<file path="src/rtl/qs_pkg.sv">
// Shared types and helpers for the quicksort engine.
// Packed-array element access lives here so all users slice the same way.
package qs_pkg;

  typedef enum logic [2:0] {
    IDLE,
    POP,
    PART,
    PUSH,
    DONE
  } state_t;

  localparam int MAX_BITS = 256;
  typedef logic [MAX_BITS-1:0] flat_t;

  function automatic int idx_w(input int depth);
    return (depth > 2) ? $clog2(depth) : 1;
  endfunction

  function automatic logic [31:0] elem_get(
    input flat_t a,
    input int    k,
    input int    w
  );
    flat_t m;
    m = (flat_t'(1) << w) - flat_t'(1);
    return 32'((a >> (k * w)) & m);
  endfunction

  function automatic flat_t elem_set(
    input flat_t       a,
    input int          k,
    input int          w,
    input logic [31:0] v
  );
    flat_t m;
    m = ((flat_t'(1) << w) - flat_t'(1)) << (k * w);
    return (a & ~m) | ((flat_t'(v) << (k * w)) & m);
  endfunction

endpackage

</file>
<file path="src/rtl/qs_range_stack.sv">
// LIFO of pending (lo,hi) sort ranges.
// push0 lands first, push1 on top of it, so push1 pops first.
module qs_range_stack #(
  parameter int DEPTH = 8,
  parameter int IDX_W = 3
) (
  input  logic             clock,
  input  logic             reset,
  input  logic             push0,
  input  logic [IDX_W-1:0] push0_lo,
  input  logic [IDX_W-1:0] push0_hi,
  input  logic             push1,
  input  logic [IDX_W-1:0] push1_lo,
  input  logic [IDX_W-1:0] push1_hi,
  input  logic             pop,
  output logic [IDX_W-1:0] top_lo,
  output logic [IDX_W-1:0] top_hi,
  output logic             empty,
  output logic             overflow
);

  localparam int SP_W = IDX_W + 2;
  typedef logic [SP_W-1:0] sp_t;

  sp_t              sp;
  sp_t              wr1;
  sp_t              need;
  sp_t              top_idx;
  logic [IDX_W-1:0] lo_mem [DEPTH];
  logic [IDX_W-1:0] hi_mem [DEPTH];

  // Slot addresses and fill level after this cycle's pushes.
  always_comb begin
    wr1     = sp + sp_t'(push0);
    need    = wr1 + sp_t'(push1);
    top_idx = sp - sp_t'(1);
  end

  assign empty    = (sp == '0);
  assign overflow = (need > sp_t'(DEPTH));
  assign top_lo   = lo_mem[top_idx[IDX_W-1:0]];
  assign top_hi   = hi_mem[top_idx[IDX_W-1:0]];

  // Stack pointer: pop and push never coincide.
  always_ff @(posedge clock) begin
    if (reset) begin
      sp <= '0;
    end else if (pop && !empty) begin
      sp <= top_idx;
    end else begin
      sp <= need;
    end
  end

  // Entry storage, guarded against writes past the last slot.
  always_ff @(posedge clock) begin
    if (!reset) begin
      if (push0 && sp < sp_t'(DEPTH)) begin
        lo_mem[sp[IDX_W-1:0]] <= push0_lo;
        hi_mem[sp[IDX_W-1:0]] <= push0_hi;
      end
      if (push1 && wr1 < sp_t'(DEPTH)) begin
        lo_mem[wr1[IDX_W-1:0]] <= push1_lo;
        hi_mem[wr1[IDX_W-1:0]] <= push1_hi;
      end
    end
  end

endmodule

</file>
<file path="src/rtl/quicksort_engine.sv">
// Iterative in-place Lomuto quicksort over a packed array.
// One compare per cycle; pending sub-ranges live in qs_range_stack.
module quicksort_engine
  import qs_pkg::*;
#(
  parameter int DATA_W = 4,
  parameter int DEPTH  = 8,
  parameter int IDX_W  = idx_w(DEPTH)
) (
  input  logic                    clock,
  input  logic                    reset,
  input  logic                    in_valid,
  output logic                    in_ready,
  input  logic [DEPTH*DATA_W-1:0] array_in,
  input  logic [IDX_W-1:0]        lo_ind,
  input  logic [IDX_W-1:0]        hi_ind,
  input  logic                    descending,
  output logic                    out_valid,
  input  logic                    out_ready,
  output logic [DEPTH*DATA_W-1:0] sorted_array,
  output logic                    busy
);

  localparam int ARR_W = DEPTH * DATA_W;
  typedef logic [ARR_W-1:0]  arr_t;
  typedef logic [DATA_W-1:0] elem_t;
  typedef logic [IDX_W-1:0]  idx_t;
  typedef logic [IDX_W:0]    idx_x_t;
  localparam idx_x_t HI_MAX = idx_x_t'(DEPTH - 1);

  state_t state;
  idx_t   lo_r;
  idx_t   hi_r;
  idx_t   i_r;
  idx_t   j_r;
  elem_t  pivot;
  logic   desc_r;

  logic   push0;
  logic   push1;
  logic   pop;
  idx_t   push0_lo;
  idx_t   push0_hi;
  idx_t   push1_lo;
  idx_t   push1_hi;
  idx_t   top_lo;
  idx_t   top_hi;
  logic   st_empty;
  logic   st_ovf;

  flat_t  cur;
  elem_t  a_i;
  elem_t  a_j;
  elem_t  a_top;
  arr_t   swapped;
  logic   take;
  idx_t   hi_clamped;
  logic   accept;
  logic   right_ok;
  logic   left_ok;

  assign accept = in_valid && in_ready && (state == IDLE);

  // Partition datapath: operand reads, i/j swap, compare, range math.
  always_comb begin
    cur     = flat_t'(sorted_array);
    a_i     = elem_t'(elem_get(cur, int'(i_r), DATA_W));
    a_j     = elem_t'(elem_get(cur, int'(j_r), DATA_W));
    a_top   = elem_t'(elem_get(cur, int'(top_hi), DATA_W));
    swapped = arr_t'(elem_set(
                elem_set(cur, int'(j_r), DATA_W, 32'(a_i)),
                int'(i_r), DATA_W, 32'(a_j)));
    take    = desc_r ? (a_j >= pivot) : (a_j <= pivot);
    hi_clamped = ({1'b0, hi_ind} > HI_MAX) ?
                 HI_MAX[IDX_W-1:0] : hi_ind;
    right_ok = (idx_x_t'(i_r) + idx_x_t'(1)) < idx_x_t'(hi_r);
    left_ok  = idx_x_t'(i_r) > (idx_x_t'(lo_r) + idx_x_t'(1));
  end

  // Stack requests; the left range goes on top so it pops first.
  always_comb begin
    push0    = 1'b0;
    push1    = 1'b0;
    pop      = 1'b0;
    push0_lo = lo_ind;
    push0_hi = hi_clamped;
    push1_lo = lo_r;
    push1_hi = i_r - idx_t'(1);
    unique case (state)
      IDLE: push0 = accept;
      POP:  pop = !st_empty;
      PUSH: begin
        push0_lo = i_r + idx_t'(1);
        push0_hi = hi_r;
        push0    = right_ok;
        push1    = left_ok;
      end
      default: ;
    endcase
  end

  qs_range_stack #(
    .DEPTH (DEPTH),
    .IDX_W (IDX_W)
  ) u_stack (
    .clock    (clock),
    .reset    (reset),
    .push0    (push0),
    .push0_lo (push0_lo),
    .push0_hi (push0_hi),
    .push1    (push1),
    .push1_lo (push1_lo),
    .push1_hi (push1_hi),
    .pop      (pop),
    .top_lo   (top_lo),
    .top_hi   (top_hi),
    .empty    (st_empty),
    .overflow (st_ovf)
  );

  // Job sequencing and the working array with registered handshakes.
  always_ff @(posedge clock) begin
    if (reset) begin
      state        <= IDLE;
      in_ready     <= 1'b0;
      out_valid    <= 1'b0;
      busy         <= 1'b0;
      sorted_array <= '0;
      lo_r         <= '0;
      hi_r         <= '0;
      i_r          <= '0;
      j_r          <= '0;
      pivot        <= '0;
      desc_r       <= 1'b0;
    end else begin
      unique case (state)
        IDLE: begin
          if (accept) begin
            sorted_array <= array_in;
            desc_r       <= descending;
            in_ready     <= 1'b0;
            busy         <= 1'b1;
            state        <= POP;
          end else begin
            in_ready <= 1'b1;
          end
        end
        POP: begin
          if (st_empty) begin
            out_valid <= 1'b1;
            state     <= DONE;
          end else if (top_lo < top_hi) begin
            lo_r  <= top_lo;
            hi_r  <= top_hi;
            i_r   <= top_lo;
            j_r   <= top_lo;
            pivot <= a_top;
            state <= PART;
          end
        end
        PART: begin
          if (j_r < hi_r) begin
            if (take) begin
              sorted_array <= swapped;
              i_r          <= i_r + idx_t'(1);
            end
            j_r <= j_r + idx_t'(1);
          end else begin
            sorted_array <= swapped;
            state        <= PUSH;
          end
        end
        PUSH: state <= POP;
        DONE: begin
          if (out_ready) begin
            out_valid <= 1'b0;
            busy      <= 1'b0;
            in_ready  <= 1'b1;
            state     <= IDLE;
          end
        end
        default: state <= IDLE;
      endcase
    end
  end

  // The range stack is sized so it can never overflow.
  always_ff @(posedge clock) begin
    if (!reset) begin
      assert (!st_ovf);
    end
  end

endmodule

</file>
<file path="config.mk">
export PLATFORM = sky130hd
export DESIGN_NAME = quicksort_engine
export DESIGN_NICKNAME = d
export VERILOG_FILES = /design/src/rtl/qs_pkg.sv /design/src/rtl/qs_range_stack.sv /design/src/rtl/quicksort_engine.sv
export SDC_FILE = /design/constraint.sdc
export NUM_CORES = 1
export LEC_CHECK = 0
export CORE_MARGIN = 1.5
export CORE_UTILIZATION = 50
export CTS_BUF_LIST = sky130_fd_sc_hd__clkbuf_2
export CTS_CLUSTER_DIAMETER = 100
export DETAILED_ROUTE_END_ITERATION = 16
export PLACE_DENSITY = 0.71
export SYNTH_ARGS = -nofsm -noshare
export SYNTH_HDL_FRONTEND = slang
export SYNTH_HIERARCHICAL = 1
export SYNTH_SLANG_ARGS = --single-unit
</file>
<file path="constraint.sdc">
create_clock -name clock -period 9.7 [get_ports clock]
set_input_delay 1.94 -clock clock [delete_from_list [all_inputs] [get_ports clock]]
set_output_delay 1.94 -clock clock [all_outputs]
set_load 0.05 [all_outputs]
</file>
* After elaboration in Yosys (flattened, before gate mapping)
Memories as Yosys holds them, arrays and structs flattened.
Cells that the tools add are included.
** Storage, ports and cells
- Register bits after elaboration :: 60
- Memory bits (writable) :: 48
- Bits of input ports :: 43
- Output and inout bits :: 35
- Word-level logic and storage cells :: 119
- Memories :: 2
** Memories
- u_stack.hi_mem :: depth 8, width 3, rd ports 1, clocked after memory_dff 0, write ports 2, line qs_range_stack.sv:30 : logic [IDX_W-1:0] hi_mem [DEPTH];
- u_stack.lo_mem :: depth 8, width 3, rd ports 1, clocked after memory_dff 0, write ports 2, line qs_range_stack.sv:29 : logic [IDX_W-1:0] lo_mem [DEPTH];
** Operators by class
- Add/sub/neg operators :: 8
- Magnitude comparators :: 8
- Equality and inequality tests :: 14
- Shifts and indexed selects :: 7
- Mux-type cells :: 38
- Bitwise operators :: 9
- Reduce and logical (&&, ||, !) cells :: 21
** Operator list (count)
- bitwise AND 32 bit :: 4
- two-way mux 32 bit :: 3
- >> shifter 32 x 5 -> 4 bit :: 3
- inverter 32 bit :: 2
- OR 32 bit :: 2
- case mux 32 bit (2 select lines) :: 1
- << shifter 4 x 5 -> 32 bit :: 2
- << shifter 4 x 5 -> 32 bit (first input constant) :: 2
- two-way mux 3 bit :: 12
- case mux 3 bit (5 select lines) :: 1
- two-way mux 1 bit :: 14
- inequality test 2 bit (second input constant) :: 7
- case mux 3 bit (2 select lines) :: 2
- AND reduction 3 bit :: 4
- adder 5 x 1 -> 5 bit :: 2
- < comparator 5 x 4 -> 1 bit (second input constant) :: 2
- adder 3 x 1 -> 4 bit (second input constant) :: 2
- case mux 1 bit (2 select lines) :: 4
- AND reduction 4 bit :: 2
- nonzero test 2 bit :: 4
- adder 3 x 1 -> 3 bit (second input constant) :: 2
- == test 3 x 2 -> 1 bit (second input constant) :: 2
- < comparator 3 bit :: 2
- logical AND 1 bit :: 5
- 18 further kinds :: 19

* Logic depth before layout (Yosys ltp)
- Word-level depth :: 9
- Gate-level depth with buffers :: 17
- Depth with buffers taken out :: 15

* By module
The synthesis kept the hierarchy.
** By module, submodules not included
- quicksort_engine :: instances 1, cells an instance 579, area each 4837.1 um^2, sequential area each 1101.1 um^2
- qs_range_stack :: instances 1, cells an instance 214, area each 3116.7 um^2, sequential area each 1541.5 um^2

* Least setup slack after synthesis
OpenSTA, ideal clock, no wires.
- Path kind :: input-to-reg
- From :: input in_valid
- To :: memory u_stack.hi_mem[5][0] (enable)
- Setup time :: 377 ps
- Data arrival time :: 3999 ps
- Required time :: 9323 ps
- Setup slack :: 5324 ps
- Stages on the path :: 11
- Path buffers :: 3
- Path through :: nand4b_1 -> buf_2 -> nand2_1 -> ha_1 -> ha_1 -> clkbuf_8 -> nor2b_1 -> a32oi_1 -> or4_1 -> buf_6 -> o21ai_0
** RTL lines
- start: declaration :: line quicksort_engine.sv:12 : input logic in_valid,
- end: declaration :: line qs_range_stack.sv:30

==> qor.csv <==
metric,value,unit
status,completed,
CP Buf/Inv Count,1,
Leakage,3.065,nW
power density cells,219.7,mW/mm²
Vias,7053,
WHS Endpoint,hi_r[2]$_SDFFE_PP0P_,
# H-tree levels,3,
post-route minimum period,4.948,ns
Yosys warning total,6,
Starting DRT DRC Count,1029,
Worst setup SP type,primary input,
crit end category,flop,
overall routed net length,24.25,mm
row count,45,
Die Ht,128.8,µm
largest net degree at the start of global routing,101,
Hold Crit Class,reg -> reg,
WHS,0.4790,ns
Area Overhead vs Synth,11.33,%
Max Freq,202.1,MHz
mean post-synth cell area,10.05,µm²
crit path DAT,5.28,ns
clock sinks,108,
FILL cells,1331,
Ports,78,
pin slew with the least headroom to its limit,1.293,ns
GRT Util Overall,29.48,%
CTS tree,done,
Post-DP HPWL,17.09,mm
CTS Buf Count,9,
"Setup Fix Bufs, Post-CTS",0,
Pins Over Slew Limit,0,
Cells after Synth,788,
DR WL/cell,23.29,µm
DRC,0,
routability cong.,0.9344,
most common library cell in the layout ignoring fill and taps,nor2_1,
area of the core,0.01531,mm²
Longest Clk Path Bufs,2,
worst-path maximum fanout,11,
Layout Skew,0.07396,ns
CP top delay family,simple AND/OR/NAND/NOR gates,
Post-DP Area,0.008662,mm²
kind of critical path,in -> reg,
"Cell Chain, Critical Path","clkdlybuf4s50_1, nand4b_1, nand2_1, ha_1, ha_1, nor2b_1, a32oi_1, nor2_1, nand2_1, o21ai_0",
setup tns final,0,ns
CP max stage cell,clkdlybuf4s50_1,
number of global-route vias before repair,6637,
WP data required,10.03,ns
syn_nets,863,
first-pass GRT wire length,37.40,mm
Routed Antenna Nets,0,
WHS Path Cells,2,
RSZ-0062 raised after global routing,false,
crit share post-route,51.01,%
most frequent cells in the layout,"94 x nor2_1, 76 x clkdlybuf4s50_1, 69 x nand2_1, 60 x dfxtp_1, 55 x inv_1",
critical path's largest stage delay,0.51,ns
share of cells above drive strength 1,18.34,%
Die Width,128.8,µm
hold_buf cts,0,
latest clock arrival within the worst-skew pair,0.67,ns
Buffers on Ports,77,
hold_sp,hi_r[2]$_SDFFE_PP0P_,
MaxCap Viol Count,0,
flop-to-flop setup slack,4.90,ns
initial antenna violation count,1,
die area,0.01660,mm²
PostCTS Resize Cnt,0,
clock transition at the registers of the reported paths,0.31,ns
GRT overflow,0,
R2R depth,9,
Setup-failing EPs final,0,
Final Hold Fails,0,
root buf cell,clkbuf_2,
fin nets,900,
cell area after synthesis,0.007918,mm²
Via density,6.775,
worst vdd ir,0.0002207,V
DR pass1 iterations,7,
fin area,0.008815,mm²
r2r startpoint,j_r[0]$_SDFFE_PP0P_,
slew margin rel.,12.86,%
initial cell density of the core,51.70,%
-- worst min-delay path, cell delays in order, from the launching register on --
cell     delay (ns)
dfxtp_1        0.38
nand2_1        0.05
a21oi_1        0.05
-- where the power goes --
part | switching (mW) | internal (mW)
Clock | 0.172 | 0.0903
Combinational | 0.681 | 0.379
Sequential | 0.0836 | 0.530
Total | 0.937 | 1.00
-- per-layer routing --
metal / GRT usage, % / vias to the layer above / share of wire, %
met5: 0 / - / 0
met2: 47.00 / 461 / 47
met1: 40.36 / 3432 / 42
met4: 9.980 / 0 / 2.1
met3: 5.696 / 50 / 9.5
li1: - / 3110 / -
-- final cells by class --
cell class / instances / area, µm² / share of cell area, %
clock inverter: 6 / 105.1 / 1.192
antenna: 1 / 2.502 / 0.02839
multi-input combinational: 563 / 4708 / 53.41
tap: 211 / 264.0 / 2.995
timing repair buffer: 86 / 833.3 / 9.454
clock buffer: 9 / 45.04 / 0.5110
sequential: 108 / 2643 / 29.98
inverter: 57 / 214.0 / 2.427
-- through the flow --
stage | setup WS [ns] | std cells | total power [mW] | util (%)
after global placement | 4.294 | 1025 | 1.635 | 56.56
after detailed placement | 4.126 | 1025 | 1.657 | 56.56
after global routing | 4.664 | 1041 | 2.027 | 57.56
after floorplan | 5.324 | 788 | 1.403 | -
final | 4.752 | 1041 | 1.937 | 57.56
after CTS | 4.838 | 1040 | 1.915 | 57.54
-- worst max path at each step --
stage,startpoint,end,slack [ns],depth (start not counted)
2_1_floorplan,in_valid,u_stack/hi_mem[5][0]$_DFFE_PP_,5.32,11
3_3_place_gp,in_valid,u_stack/hi_mem[5][0]$_DFFE_PP_,4.29,8
3_5_place_dp,in_valid,u_stack/hi_mem[5][2]$_DFFE_PP_,4.13,8
4_1_cts,in_valid,u_stack/hi_mem[5][1]$_DFFE_PP_,4.84,8
5_1_grt,in_valid,u_stack/lo_mem[6][0]$_DFFE_PP_,4.66,10
6_report,in_valid,u_stack/lo_mem[6][0]$_DFFE_PP_,4.75,10
Power figures use the tool's default switching activity.
